<file path="src/rtl/mult_tile_accumulator.sv">
// mult_tile_accumulator
// Sums NUM_TILES consecutive adder-tree result vectors element-wise. When the
// last tile arrives it streams the accumulated result out, one element per
// cycle, over a valid/ready interface. Accumulation and drain never overlap,
// so no new vector is taken while a result is being streamed out.
module mult_tile_accumulator #(
   parameter int N_ELEM    = 9,
   parameter int ACC_WIDTH = 16,
   parameter int NUM_TILES = 4,
   parameter int OUT_WIDTH = 18,
   localparam int IDX_W    = (N_ELEM > 1) ? $clog2(N_ELEM) : 1
) (
   input  logic                               clk,
   input  logic                               rst_n,
   input  logic                               clr,
   input  logic                               in_valid,
   output logic                               in_ready,
   input  logic [N_ELEM-1:0][ACC_WIDTH-1:0]   mult,
   output logic                               out_valid,
   input  logic                               out_ready,
   output logic [OUT_WIDTH-1:0]               out_data,
   output logic [IDX_W-1:0]                   out_idx,
   output logic                               out_last,
   output logic                               busy
);

   localparam int CNT_W = $clog2(NUM_TILES + 1);
   localparam logic [CNT_W-1:0] TILE_LAST = CNT_W'(NUM_TILES - 1);
   localparam logic [IDX_W-1:0] IDX_LAST  = IDX_W'(N_ELEM - 1);

   typedef enum logic [1:0] {
      ST_IDLE  = 2'd0,
      ST_ACCUM = 2'd1,
      ST_DRAIN = 2'd2
   } state_t;

   state_t           state_q, state_d;
   logic [CNT_W-1:0] tile_cnt_q, tile_cnt_d;
   logic [IDX_W-1:0] out_idx_q, out_idx_d;

   // Accumulator contents gathered into one vector for the output mux.
   logic [N_ELEM-1:0][OUT_WIDTH-1:0] acc_vec;

   logic accept;
   logic acc_load;
   logic acc_add;

   // An abort cycle never takes a vector, even though in_ready is not lowered.
   assign accept   = in_valid && in_ready && !clr;
   // First tile overwrites the accumulator, so no residue from an earlier or
   // aborted result can leak into the new one.
   assign acc_load = accept && (state_q == ST_IDLE);
   assign acc_add  = accept && (state_q == ST_ACCUM);

   // Control next-state: tile counting, drain index and state transitions.
   always_comb begin
      state_d    = state_q;
      tile_cnt_d = tile_cnt_q;
      out_idx_d  = out_idx_q;
      if (clr) begin
         state_d    = ST_IDLE;
         tile_cnt_d = '0;
         out_idx_d  = '0;
      end else begin
         case (state_q)
            ST_IDLE: begin
               if (accept) begin
                  tile_cnt_d = CNT_W'(1);
                  state_d    = (NUM_TILES == 1) ? ST_DRAIN : ST_ACCUM;
               end
            end
            ST_ACCUM: begin
               if (accept) begin
                  tile_cnt_d = tile_cnt_q + CNT_W'(1);
                  if (tile_cnt_q == TILE_LAST) begin
                     state_d = ST_DRAIN;
                  end
               end
            end
            ST_DRAIN: begin
               if (out_ready) begin
                  if (out_idx_q == IDX_LAST) begin
                     out_idx_d  = '0;
                     tile_cnt_d = '0;
                     state_d    = ST_IDLE;
                  end else begin
                     out_idx_d = out_idx_q + IDX_W'(1);
                  end
               end
            end
            default: begin
               state_d    = ST_IDLE;
               tile_cnt_d = '0;
               out_idx_d  = '0;
            end
         endcase
      end
   end

   // Control registers.
   always_ff @(posedge clk or negedge rst_n) begin
      if (!rst_n) begin
         state_q    <= ST_IDLE;
         tile_cnt_q <= '0;
         out_idx_q  <= '0;
      end else begin
         state_q    <= state_d;
         tile_cnt_q <= tile_cnt_d;
         out_idx_q  <= out_idx_d;
      end
   end

   // One accumulator lane per result element.
   generate
      for (genvar gi = 0; gi < N_ELEM; gi++) begin : g_elem
         logic [OUT_WIDTH-1:0] mult_ext;
         logic [OUT_WIDTH-1:0] acc_q;
         logic [OUT_WIDTH-1:0] acc_d;

         // Unsigned operands: zero-extend, and let the sum wrap at OUT_WIDTH.
         assign mult_ext = OUT_WIDTH'(mult[gi]);

         // Lane update: overwrite on the first tile, add on later tiles.
         always_comb begin
            acc_d = acc_q;
            if (acc_load) begin
               acc_d = mult_ext;
            end else if (acc_add) begin
               acc_d = acc_q + mult_ext;
            end
         end

         // Lane register; an abort leaves it alone since the next load overwrites it.
         always_ff @(posedge clk or negedge rst_n) begin
            if (!rst_n) begin
               acc_q <= '0;
            end else begin
               acc_q <= acc_d;
            end
         end

         assign acc_vec[gi] = acc_q;
      end
   endgenerate

   // Outputs decode registered state only; nothing from in_* reaches out_*.
   assign in_ready  = (state_q != ST_DRAIN);
   assign busy      = (state_q != ST_IDLE);
   assign out_valid = (state_q == ST_DRAIN);
   assign out_idx   = out_idx_q;
   assign out_last  = out_valid && (out_idx_q == IDX_LAST);
   assign out_data  = acc_vec[out_idx_q];

endmodule

</file>
<file path="config.mk">
export PLATFORM = sky130hd
export DESIGN_NAME = mult_tile_accumulator
export DESIGN_NICKNAME = d
export VERILOG_FILES = /design/src/rtl/mult_tile_accumulator.sv
export SDC_FILE = /design/constraint.sdc
export NUM_CORES = 1
export LEC_CHECK = 0
export ABC_AREA = 0
export ABC_CLOCK_PERIOD_IN_PS = 4000
export CAP_MARGIN = 10
export CORE_MARGIN = 2
export CORE_UTILIZATION = 38
export CTS_CLUSTER_DIAMETER = 150
export DETAILED_ROUTE_END_ITERATION = 8
export PLACE_DENSITY = 0.6
export SLEW_MARGIN = 20
export SYNTH_ARGS = -nofsm -noshare
export SYNTH_HDL_FRONTEND = slang
export SYNTH_SLANG_ARGS = --single-unit
</file>
<file path="constraint.sdc">
create_clock -name clk -period 4 [get_ports clk]
set_clock_uncertainty 0.2 [all_clocks]
set_input_delay 0.6 -clock clk [delete_from_list [all_inputs] [get_ports clk]]
set_output_delay 0.6 -clock clk [all_outputs]
set_load 0.01 [all_outputs]
</file>
==> results of run 1 <==
## cell type report
type / count / area (um2)
fillers: 3855 / 21400
multi-input cells: 1478 / 10500
flip-flops and latches: 171 / 4290
repair buffers: 209 / 2060
well taps: 525 / 657
clock buffers: 19 / 453
clock inverters: 13 / 143
inverters: 29 / 110
diodes: 1 / 2.50
## cell families after synthesis
logic type                 Yosys count  synth area share
and+or+nand+nor                    470             0.140
AOI/OAI and AO/OA                  627             0.247
muxes                              110             0.102
adders and majority gates          157             0.134
xor gates and xnor gates           114            0.0659
DFF                                171             0.283
buffers and inverters              110            0.0277
## power groups by stage
stage          clock (mW)  sequential (mW)  combinational (mW)
2_1_floorplan           0             2.37                2.88
3_3_place_gp            0             2.54                3.80
3_5_place_dp            0             2.55                3.88
4_1_cts              1.78             2.52                3.90
5_1_grt              1.85             2.57                4.40
6_report             1.73             2.52                3.93
## worst min-delay path by stage
stage | startpoint | cells after the start | endpoint
final | tile_cnt_q[2] | 2 | tile_cnt_q[2]
after global routing | tile_cnt_q[2] | 2 | tile_cnt_q[2]
after CTS | tile_cnt_q[2] | 2 | tile_cnt_q[2]
after detailed placement | tile_cnt_q[2] | 2 | tile_cnt_q[2]
after global placement | tile_cnt_q[2] | 2 | tile_cnt_q[2]
after floorplan | rst_n | 0 | g_elem[0].acc_q[0]
## per-layer routing
metal	GRT usage	routed length, um
met4	0.0662	1070
met3	0.0320	2420
met2	0.385	22500
met1	0.315	21600
met5	0	28
## registers in the layout (all words and copies together), names as in the netlist
name,count
g_elem.acc_q,162
out_idx,4
state_q,2
tile_cnt_q,3
## timing repair
action / in CTS / in global routing
setup endpoints to repair: 0 / 0
hold buffers: 1 / 0
endpoints found under the hold margin: 53 / 0
## per-stage QoR
| stage | utilization | hold slack (ns) | instance area, um2 | worst slack [ns] | cells |
|---|---|---|---|---|---|
| floorplan | - | 0.104 | 15100 | 0.962 | 1759 |
| global placement | 0.444 | 0.265 | 17600 | 0.225 | 2411 |
| detailed placement | 0.444 | 0.271 | 17600 | 0.204 | 2411 |
| CTS | 0.459 | 0.288 | 18200 | 0.165 | 2444 |
| global route | 0.459 | 0.327 | 18200 | 0.0297 | 2444 |
| finish | 0.459 | 0.292 | 18200 | 0.169 | 2445 |
## layout by cell type, fill, tap and decap left out, types with 70 or more instances in the layout
cell type,count
ha_1,148
nand2_1,225
xnor2_1,70
nor2_1,105
mux2i_1,74
a21oi_1,215
dfrtp_1,168
a21o_1,71
clkdlybuf4s50_1,173
o21ai_0,206
## worst max-delay path: stages, from the launching register on
cell and delay, ns:
dfrtp_2 0.64, buf_4 0.27, mux4_2 0.56, mux2i_1 0.37, o21ai_0 0.22, clkdlybuf4s50_1 0.53
==> flow_metrics.tcl, run 1 <==
set metrics [dict create \
    status "finished, final reports clean" \
    cts_root_buf "clkbuf_16" \
    grt_pass1_wl_mm 74.9 \
    htreeDepth 4 \
    antenna_left 0 \
    synth-edff-count 0 \
    routed_via_density 5.58 \
    synth_top_area_frac 0.283 \
    critPathLaunchType "flip-flop" \
    synth-async-reset-ratio 1.00 \
    yosysTopAreaCell "dfrtp_1" \
    cts_tree "done" \
    hp-class "flip-flop to flip-flop" \
    grt_overflow 0 \
    wl_mm 47.6 \
    crit_start "out_idx[0]" \
    hpwl_mm 35.8 \
    routed-via-count 13700 \
    slew_viol_final 0 \
    cts_buffer_depth 2 \
    gr-usage-all-layers 0.232 \
    crit_fanout 11 \
    drive_gt1_frac 0.0651 \
    netlist_top_cells_count "nand2_1 (226), a21oi_1 (215), o21ai_0 (206), dfrtp_1 (171), ha_1 (148)" \
    hold_viol_final 0 \
    worst_slew_pin_slew_ns 1.01 \
    rows 73 \
    grt_pass1_vias 13000 \
    place_congestion 0.902 \
    start_util 0.383 \
    finalNetCount 2212 \
    cts_resized 0 \
    rsz0062_at_grt "no" \
    area_growth_syn_to_layout_pct 19.9 \
    synth_warnings 0 \
    ir_drop_uv 251 \
    yosysMostFrequentCell "nand2_1" \
    synth.distinct_cells 66 \
    clk_latency_ns 0.44 \
    max-slew-margin-rel 0.324 \
    r2r_end "g_elem[4].acc_q[16]" \
    setup_tns_ns 0 \
    cts_buffers 17 \
    fp.coreArea_mm2 0.0395 \
    ioPinCount 175 \
    r2r_setup_slack_ns 0.78 \
    die_w_um 204 \
    path_clk_slew_ns 0.07 \
    cts.sinks 171 \
    die_y_um 204 \
    worstPathArrival_ns 3.03 \
    post_cts_buffers 0 \
    pwr-share-seq 0.308 \
    r2r_start "g_elem[4].acc_q[0]" \
    grt_max_degree 104 \
    netlist_top_cells_area "dfrtp_1 (28%), ha_1 (12%), a21oi_1 (7.1%)" \
    comb_power_share 0.480 \
    cp-endpoint "out_data[5]" \
    cap_violations 0 \
    pwr-share-clk 0.212 \
    p_int_mw 4.89 \
    drt_iter0_markers 833 \
    fmax_mhz 261 \
    syn_nets 2065 \
    fin_crit_sh 0.958 \
    powerDensity_mw_per_mm2 450 \
    die_area_mm2 0.0415 \
    wl_per_cell_um 19.5 \
    setup_viol 0 \
    synthCells 1759 \
    swShare 0.402 \
    power_mw 8.17 \
    ys_seq_area_frac 0.283 \
    crit_path_end_kind "output pin" \
    reg2regPathDepth 10 \
    port_buffers 174 \
    synth-seq-cells 171 \
    synth_flop_cell "dfrtp_1" \
    worstPathRequired_ns 3.20 \
    antenna_found_initial 3 \
    drt_first_pass_iters 5 \
    p_sw_mw 3.29 \
    drc 0 \
    finalCriticalPeriod_ns 3.83 \
    syn_area_mm2 0.0151 \
    worstSetupPathType "flip-flop to output pin" \
    leakage_nw 7.95 \
    syn_area_per_cell_um2 8.61 \
]
Note: power is estimated with default switching activity, not from simulation.
==> inputs of run 2 (changes only) <==
- SLEW_MARGIN: 20 -> 30
==> run 2 against run 1 <==
Via count increased by 0.19%; first-iteration DRC count decreased by 1.2%; clock power about the same; register-to-register slack about the same; routed wire length about the same; sequential power about the same; count of clock-buffer cells in the layout unchanged; cell count unchanged; critical path type unchanged.
==> flow_metrics.tcl, run 2 (same netlist as run 1, synthesis figures left out) <==
set metrics [dict create \
    drive_gt1_frac 0.0657 \
    holdPathStages 2 \
    finalCriticalPeriod_ns 3.84 \
    routed-via-count 13700 \
    status "finished, final reports clean" \
    layout_common_cells "nand2_1 (225), a21oi_1 (215), o21ai_0 (206)" \
    cts_tree "done" \
    top_register "g_elem.acc_q" \
    die_area_mm2 0.0415 \
    rows 73 \
    grt_pass1_wl_mm 74.9 \
    cap_violations 0 \
    path_clk_slew_ns 0.07 \
    r2r_end "g_elem[4].acc_q[16]" \
    start_util 0.383 \
    r2r_setup_slack_ns 0.78 \
    setup_ws_ns 0.164 \
    largest_register_ffs 162 \
    cts.sinks 171 \
    worstPathArrival_ns 3.04 \
    powerDensity_mw_per_mm2 450 \
    port_buffers 174 \
    r2r_start "g_elem[4].acc_q[0]" \
    fmax_mhz 261 \
    cts_buffers 17 \
    slew_viol_final 0 \
    hp-start "tile_cnt_q[2]" \
    grtUsageMet3 0.0320 \
    die_w_um 204 \
    routed_via_density 5.60 \
    grt_max_degree 104 \
    finalNetCount 2212 \
    max-slew-margin-rel 0.445 \
    wl_per_cell_um 19.5 \
    htreeDepth 4 \
    die_y_um 204 \
    fin_crit_sh 0.959 \
    gr-usage-all-layers 0.232 \
    drt_first_pass_iters 7 \
    antenna_found_initial 3 \
    fin_hold_ws_ns 0.293 \
    leakage_nw 7.95 \
    pwr-share-seq 0.308 \
    grt_overflow 0 \
    cts_resized 0 \
    post-place-ws_ns 0.204 \
    p_int_mw 4.89 \
    ir_drop_uv 253 \
    fp.coreArea_mm2 0.0395 \
    hpwl_mm 35.8 \
    setup_tns_ns 0 \
    pwr-share-clk 0.212 \
    busiest_layer "met2" \
    ioPinCount 175 \
    layout_commonest_cell "nand2_1" \
    wl_mm 47.6 \
    hp-class "flip-flop to flip-flop" \
    crit_path_end_kind "output pin" \
    setup_viol 0 \
    swShare 0.402 \
    place_congestion 0.902 \
    critPathLaunchType "flip-flop" \
    met2_usage 0.385 \
    worst_slew_pin_slew_ns 0.832 \
    drt_iter0_markers 823 \
    crit_fanout 11 \
    rsz0062_at_grt "no" \
    met1_usage 0.315 \
    drc 0 \
    cts_root_buf "clkbuf_16" \
    grt_pass1_vias 13000 \
    clk_latency_ns 0.44 \
    worstSetupPathType "flip-flop to output pin" \
    hold_viol_final 0 \
    p_sw_mw 3.29 \
    reg2regPathDepth 10 \
    cts_buffer_depth 2 \
    worstPathRequired_ns 3.20 \
    min_to "tile_cnt_q[2]" \
    area_growth_syn_to_layout_pct 19.9 \
    comb_power_share 0.480 \
    antenna_left 0 \
]
run 2: cell count changes in the layout (fill, tap and decap cells not counted):
cell,before,now
dfrtp_1,168,167
dfrtp_2,2,3
run 2: area by class of cell:
cell class | count | area, um2
Clock buffer | 19 | 453
Inverter | 29 | 110
Multi-Input combinational cell | 1478 | 10500
Clock inverter | 13 | 143
Timing Repair Buffer | 209 | 2060
Antenna cell | 1 | 2.50
Sequential cell | 171 | 4290
Tap cell | 525 | 657
Fill cell | 3855 | 21400
run 2: per-layer routing:
metal	routed length (um)	up-vias
li1	-	6776
met1	21600	6469
met2	22500	370
met3	2390	62
met4	1110	4
met5	28	-
run 2: worst max-delay path by stage:
stage                                     end        from  slack [ns]  cells past startpoint
after global routing              out_data[7]  out_idx[0]        0.03                      5
after CTS                         out_data[5]  out_idx[0]        0.17                      5
after floorplan           g_elem[4].acc_q[16]    mult[64]        0.96                     10
final                             out_data[5]  out_idx[0]        0.16                      5
after detailed placement  g_elem[6].acc_q[16]    mult[96]        0.20                     11
after global placement    g_elem[4].acc_q[16]    mult[64]        0.23                     11
run 2: worst max-delay path, cell delays in order, from the launching register on:
cell	delay, ns
dfrtp_2	0.63
buf_4	0.27
mux4_2	0.56
mux2i_1	0.38
o21ai_0	0.22
clkdlybuf4s50_1	0.53
run 2: power groups by stage:
| stage | combinational (mW) | sequential, mW | clock (mW) |
|---|---|---|---|
| 2_1_floorplan | 2.88 | 2.37 | 0 |
| 3_3_place_gp | 3.80 | 2.54 | 0 |
| 3_5_place_dp | 3.88 | 2.55 | 0 |
| 4_1_cts | 3.90 | 2.52 | 1.78 |
| 5_1_grt | 4.40 | 2.57 | 1.85 |
| 6_report | 3.93 | 2.52 | 1.73 |
run 2: through the flow:
step | utilization | power [mW] | cells | instance area, um2
after floorplan | - | 5.26 | 1759 | 15100
after global placement | 0.444 | 6.34 | 2411 | 17600
after detailed placement | 0.444 | 6.43 | 2411 | 17600
after CTS | 0.459 | 8.20 | 2444 | 18200
after global routing | 0.459 | 8.82 | 2444 | 18200
final | 0.459 | 8.18 | 2445 | 18200
run 2: timing repair:
item,in CTS,in global routing
hold buffers,1,0
buffers inserted,0,0
endpoints found under the setup margin,0,0
endpoints found under the hold margin,53,0
